**config.mk**
```make
export PLATFORM = sky130hd
export DESIGN_NAME = wb_write_queue
export DESIGN_NICKNAME = d
export VERILOG_FILES = /design/src/rtl/wb_write_queue.sv
export SDC_FILE = /design/constraint.sdc
export NUM_CORES = 1
export LEC_CHECK = 0
export CAP_MARGIN = 20
export CORE_UTILIZATION = 35
export CTS_BUF_LIST = sky130_fd_sc_hd__clkbuf_8 sky130_fd_sc_hd__clkbuf_16
export DETAILED_ROUTE_END_ITERATION = 10
export GPL_TIMING_DRIVEN = 0
export HOLD_SLACK_MARGIN = 0.05
export PLACE_DENSITY = 0.67
export SYNTH_ARGS = -nofsm -noshare
export SYNTH_HDL_FRONTEND = slang
export SYNTH_SLANG_ARGS = --single-unit
```
**constraint.sdc**
```tcl
create_clock -name clk -period 2.97 [get_ports clk]
set_input_delay 0.7425 -clock clk [delete_from_list [all_inputs] [get_ports clk]]
set_output_delay 0.7425 -clock clk [all_outputs]
set_load 0.03 [all_outputs]
```
**src/rtl/wb_write_queue.sv**
```systemverilog
// wb_write_queue: writeback result queue feeding a single register-file
// write port. Results targeting r1..r31 are queued in FIFO order and
// drained one per cycle into registered we/wa/wd unless the write port
// stalls. Results with in_we=0 or in_wa=0 are consumed and dropped.
//
// Optional feature: define WB_WRITE_QUEUE_FWD_EN to build the decode-stage
// bypass lookup (fwd1_*/fwd2_*). Without it those outputs are tied to 0.
module wb_write_queue #(
  parameter int DEPTH = 4
) (
  input  logic        clk,
  input  logic        rst_n,
  input  logic        in_valid,
  output logic        in_ready,
  input  logic        in_we,
  input  logic [4:0]  in_wa,
  input  logic [31:0] in_wd,
  input  logic        rf_stall,
  output logic        we,
  output logic [4:0]  wa,
  output logic [31:0] wd,
  input  logic [4:0]  ra1,
  input  logic [4:0]  ra2,
  output logic        fwd1_hit,
  output logic        fwd2_hit,
  output logic [31:0] fwd1_data,
  output logic [31:0] fwd2_data,
  output logic        pending
);

  localparam int AW = $clog2(DEPTH);
  localparam logic [AW:0] FULL_CNT = (AW+1)'(DEPTH);

  typedef struct packed {
    logic [4:0]  wa;
    logic [31:0] wd;
  } entry_t;

  entry_t          mem [DEPTH];
  logic [AW-1:0]   wr_ptr;
  logic [AW-1:0]   rd_ptr;
  logic [AW:0]     count;
  logic            accept;
  logic            push;
  logic            pop;
  logic            not_empty;

  assign not_empty = (count != '0);
  assign in_ready  = (count != FULL_CNT);
  assign accept    = in_valid && in_ready;
  assign push      = accept && in_we && (in_wa != 5'd0);
  assign pop       = !rf_stall && not_empty;
  assign pending   = not_empty || we;

  // Queue storage: write the tail entry on a push.
  // NOTE: storage has no reset; count gates every read, so stale contents are never observed.
  always_ff @(posedge clk) begin
    if (push) mem[wr_ptr] <= '{wa: in_wa, wd: in_wd};
  end

  // Pointers and occupancy; pointers wrap naturally modulo DEPTH.
  // NOTE: sequential state uses non-blocking assignments so every flop samples pre-edge values.
  always_ff @(posedge clk or negedge rst_n) begin
    if (!rst_n) begin
      wr_ptr <= '0;
      rd_ptr <= '0;
      count  <= '0;
    end else begin
      if (push) wr_ptr <= wr_ptr + AW'(1);
      if (pop)  rd_ptr <= rd_ptr + AW'(1);
      if (push && !pop)      count <= count + (AW+1)'(1);
      else if (!push && pop) count <= count - (AW+1)'(1);
    end
  end

  // Register-file write register: load the head on pop, hold on stall.
  always_ff @(posedge clk or negedge rst_n) begin
    if (!rst_n) begin
      we <= 1'b0;
      wa <= 5'd0;
      wd <= 32'd0;
    end else if (!rf_stall) begin
      if (not_empty) begin
        we <= 1'b1;
        wa <= mem[rd_ptr].wa;
        wd <= mem[rd_ptr].wd;
      end else begin
        we <= 1'b0;
      end
    end
  end

`ifdef WB_WRITE_QUEUE_FWD_EN
  logic [AW-1:0] idx;

  // Bypass lookup: output register first, then queue oldest to youngest,
  // so later matches override earlier ones and the youngest wins.
  // NOTE: every output gets a default first so no path through the block infers a latch.
  always_comb begin
    fwd1_hit  = 1'b0;
    fwd2_hit  = 1'b0;
    fwd1_data = 32'd0;
    fwd2_data = 32'd0;
    idx       = rd_ptr;
    if (we && (wa == ra1) && (ra1 != 5'd0)) begin
      fwd1_hit  = 1'b1;
      fwd1_data = wd;
    end
    if (we && (wa == ra2) && (ra2 != 5'd0)) begin
      fwd2_hit  = 1'b1;
      fwd2_data = wd;
    end
    for (int i = 0; i < DEPTH; i++) begin
      idx = rd_ptr + AW'(i);
      if ((AW+1)'(i) < count) begin
        if ((mem[idx].wa == ra1) && (ra1 != 5'd0)) begin
          fwd1_hit  = 1'b1;
          fwd1_data = mem[idx].wd;
        end
        if ((mem[idx].wa == ra2) && (ra2 != 5'd0)) begin
          fwd2_hit  = 1'b1;
          fwd2_data = mem[idx].wd;
        end
      end
    end
  end
`else
  logic unused_ra;
  assign unused_ra = ^{ra1, ra2};
  assign fwd1_hit  = 1'b0;
  assign fwd2_hit  = 1'b0;
  assign fwd1_data = 32'd0;
  assign fwd2_data = 32'd0;
`endif

endmodule
```
==> impl_metrics.env <==
export IMPL_status="completed"
export IMPL_vias_per_cell=4.33
export IMPL_setup_viol=0
export IMPL_grt_overflow_total=0
export IMPL_synthXorXnorAreaFrac_pct=0.686
export IMPL_p_total_mw=8.89
export IMPL_rows=53
export IMPL_cts_max_path_buffers=2
export IMPL_cp_end_kind="primary output"
export IMPL_grt_max_degree=31
export IMPL_postCtsSetupRepairBufs=0
export IMPL_drtIter0Drc=111
export IMPL_drive_gt1_share_pct=33.9
export IMPL_ys_seq_elements=193
export IMPL_worst_ep_required_time_ns=2.23
export IMPL_finClkSkew_ns=0.00718
export IMPL_cp_start_kind="flop"
export IMPL_grt_pass1_vias=3684
export IMPL_core_area_sq_um=21200
export IMPL_hold_path_class="input pin to async pin"
export IMPL_ys_types=22
export IMPL_synth_top_family_by_area="multiplexers"
export IMPL_ir_drop_uv=371
export IMPL_cap_violations=0
export IMPL_root_buffer="clkbuf_16"
export IMPL_p_per_area_nw_per_um2=915
export IMPL_io_pins=158
export IMPL_worstPathArrival_ns=2.01
export IMPL_synth_mux_area_share_pct=16.6
export IMPL_grt_total_usage_pct=13.3
export IMPL_dr_pass1_iters=4
export IMPL_drc=0
export IMPL_rr_worst_depth=10
export IMPL_syn_area_per_cell_sq_um=20.2
export IMPL_area_growth_pct=26.8
export IMPL_holdBufCountCts=0
export IMPL_die_h_um=150
export IMPL_cts_resized=0
export IMPL_crit_end="pending"
export IMPL_start_util_pct=36.1
export IMPL_fmax_ghz=0.364
export IMPL_avgRoutedWirePerCell_um=16.6
export IMPL_via_count=3630
export IMPL_clk_latency_ns=0.42
export IMPL_hold_ws_ns=0.266
export IMPL_period_minus_slack_ns=2.75
export IMPL_worstReg2RegStart="count[1]"
export IMPL_r2r_end="count[2]"
export IMPL_wl_um=13900
export IMPL_cts_buffers=17
export IMPL_htreeDepth=4
export IMPL_cp_max_fo=4
export IMPL_r2r_setup_slack_ns=0.43
export IMPL_relSlewSlack_pct=48.8
export IMPL_hpwlAfterDp_um=9120
export IMPL_final_nets=608
export IMPL_crit_type="flop to primary output"
export IMPL_cts_sinks=193
export IMPL_synth_compound_area_share_pct=0.261
export IMPL_slew_violations=0
export IMPL_synth_fa_ha_area_share_pct=1.08
export IMPL_critPathLaunch="count[1]"
export IMPL_yosysWarningCount=0
export IMPL_grt_setup_unrepaired="false"
export IMPL_worstMarginPinSlew_ns=0.768
export IMPL_final_cells=838
export IMPL_cts_tree="yes"
export IMPL_postRouteAntennaNets=0
export IMPL_yosys_area_share_simple_pct=0.931
export IMPL_dieArea_sq_um=22500
export IMPL_syn_area_sq_um=7660
export IMPL_die_x_um=150
export IMPL_clkTransAtPathRegs_ns=0.07
export IMPL_finalCritPeriodShare_pct=92.6
export IMPL_synthCells=380
export IMPL_gp_congestion=0.650
export IMPL_antenna_found_initial=0
export IMPL_hold_violations=0
export IMPL_diodes=0
export IMPL_dp_cells=806
export IMPL_leakagePower_nw=3.64
export IMPL_synth_yosys_seq_area_share_pct=72.7
export IMPL_port_buffers=81
export IMPL_grt_pass1_wl_um=21200
cells in the mapped netlist (all sizes together):
cell	instances	area, sq um
a21o	1	7.51
mux2	39	439
nand2b	1	6.26
nor3	2	10.0
a211oi	1	12.5
inv	5	18.8
nor3b	2	15.0
fa	1	20.0
buf	76	558
dfrtp	45	1130
conb	1	3.75
xnor2	2	17.5
mux4	37	833
and2	4	25.0
xor2	4	35.0
edfxtp	148	4440
nand2	1	3.75
nor2	3	11.3
clkbuf	2	7.51
ha	5	62.6
metrics by stage:
| step | setup TNS [ns] | setup WS [ns] | area (sq um) | utilization [%] |
|---|---|---|---|---|
| 2_1_floorplan | 0 | 0.435 | 7900 | - |
| 3_3_place_gp | -174.46 | -1.04 | 9060 | 42.7 |
| 4_1_cts | 0 | 0.194 | 9710 | 45.8 |
| 5_1_grt | 0 | 0.124 | 9710 | 45.8 |
| 6_report | 0 | 0.221 | 9710 | 45.8 |
| 3_5_place_dp | -11.78 | -0.157 | 9160 | 43.1 |
logic make-up (layout without fill, tap and decap cells):
logic type | after synthesis | in the layout
adder cells (fa/ha/maj) | 6 | 6
flip-flops | 193 | 193
buffers and inverters | 83 | 201
AND/OR/NAND/NOR | 13 | 13
other | 1 | 66
XOR/XNOR | 6 | 6
AO/OA/AOI/OAI | 2 | 2
multiplexers | 76 | 76
area by class of cell:
type | instances | area [sq um]
inverters | 5 | 18.8
clock inverters | 14 | 116
fillers | 1831 | 11500
well taps | 275 | 344
flip-flops and latches | 193 | 5570
repair buffers | 86 | 906
plain buffers | 78 | 566
multi-input cells | 169 | 1750
clock buffers | 18 | 439
report_power, final:
| part | total, mW | leakage, nW | internal (mW) | switching, mW |
|---|---|---|---|---|
| sequential | 3.69 | 1.87 | 3.46 | 0.227 |
| combinational | 3.05 | 1.49 | 1.47 | 1.57 |
| clock | 2.15 | 0.276 | 1.18 | 0.972 |
layer usage:
layer | vias to the layer above | track usage, % | wire, um
li1 | 1662 | - | -
met4 | 0 | 4.55 | 216
met1 | 1814 | 16.6 | 5970
met5 | - | 0 | 0
met3 | 16 | 4.09 | 791
met2 | 138 | 22.0 | 6940
state kept, by name, summed over array words and instances, names as in the netlist:
| register | flops |
|---|---|
| rd_ptr | 2 |
| wd | 32 |
| we | 1 |
| wa | 5 |
| count | 3 |
| mem | 148 |
| wr_ptr | 2 |
worst max-delay path: stages (launching register included):
cell             delay, ns
dfrtp_1               0.43
nor3_1                0.44
nand2b_1              0.11
clkdlybuf4s50_1       0.62
how the worst min path moves through the flow:
stage	start	to	slack [ns]	cells past startpoint
2_1_floorplan	rst_n	count[0]	0.45	0
3_3_place_gp	count[2]	count[2]	0.47	1
3_5_place_dp	count[2]	count[2]	0.49	1
4_1_cts	rst_n	wd[12]	0.26	1
5_1_grt	rst_n	wd[12]	0.27	1
6_report	rst_n	wd[21]	0.27	1
cell usage in the layout (no fill, tap or decap), types with 2 or more instances in the layout:
cell,n
xor2_1,4
mux4_2,37
clkinvlp_4,2
inv_6,3
clkdlybuf4s50_1,80
clkbuf_1,2
clkbuf_16,17
buf_2,9
inv_1,7
buf_4,66
conb_1,66
edfxtp_1,148
clkinv_1,2
nor2_1,3
and2_2,4
xnor2_1,2
nor3b_1,2
nor3_1,2
dfrtp_1,45
clkinv_2,2
ha_1,5
mux2_2,39
buf_12,5
buf_6,2
No activity file was read; power rests on OpenSTA's default activity.
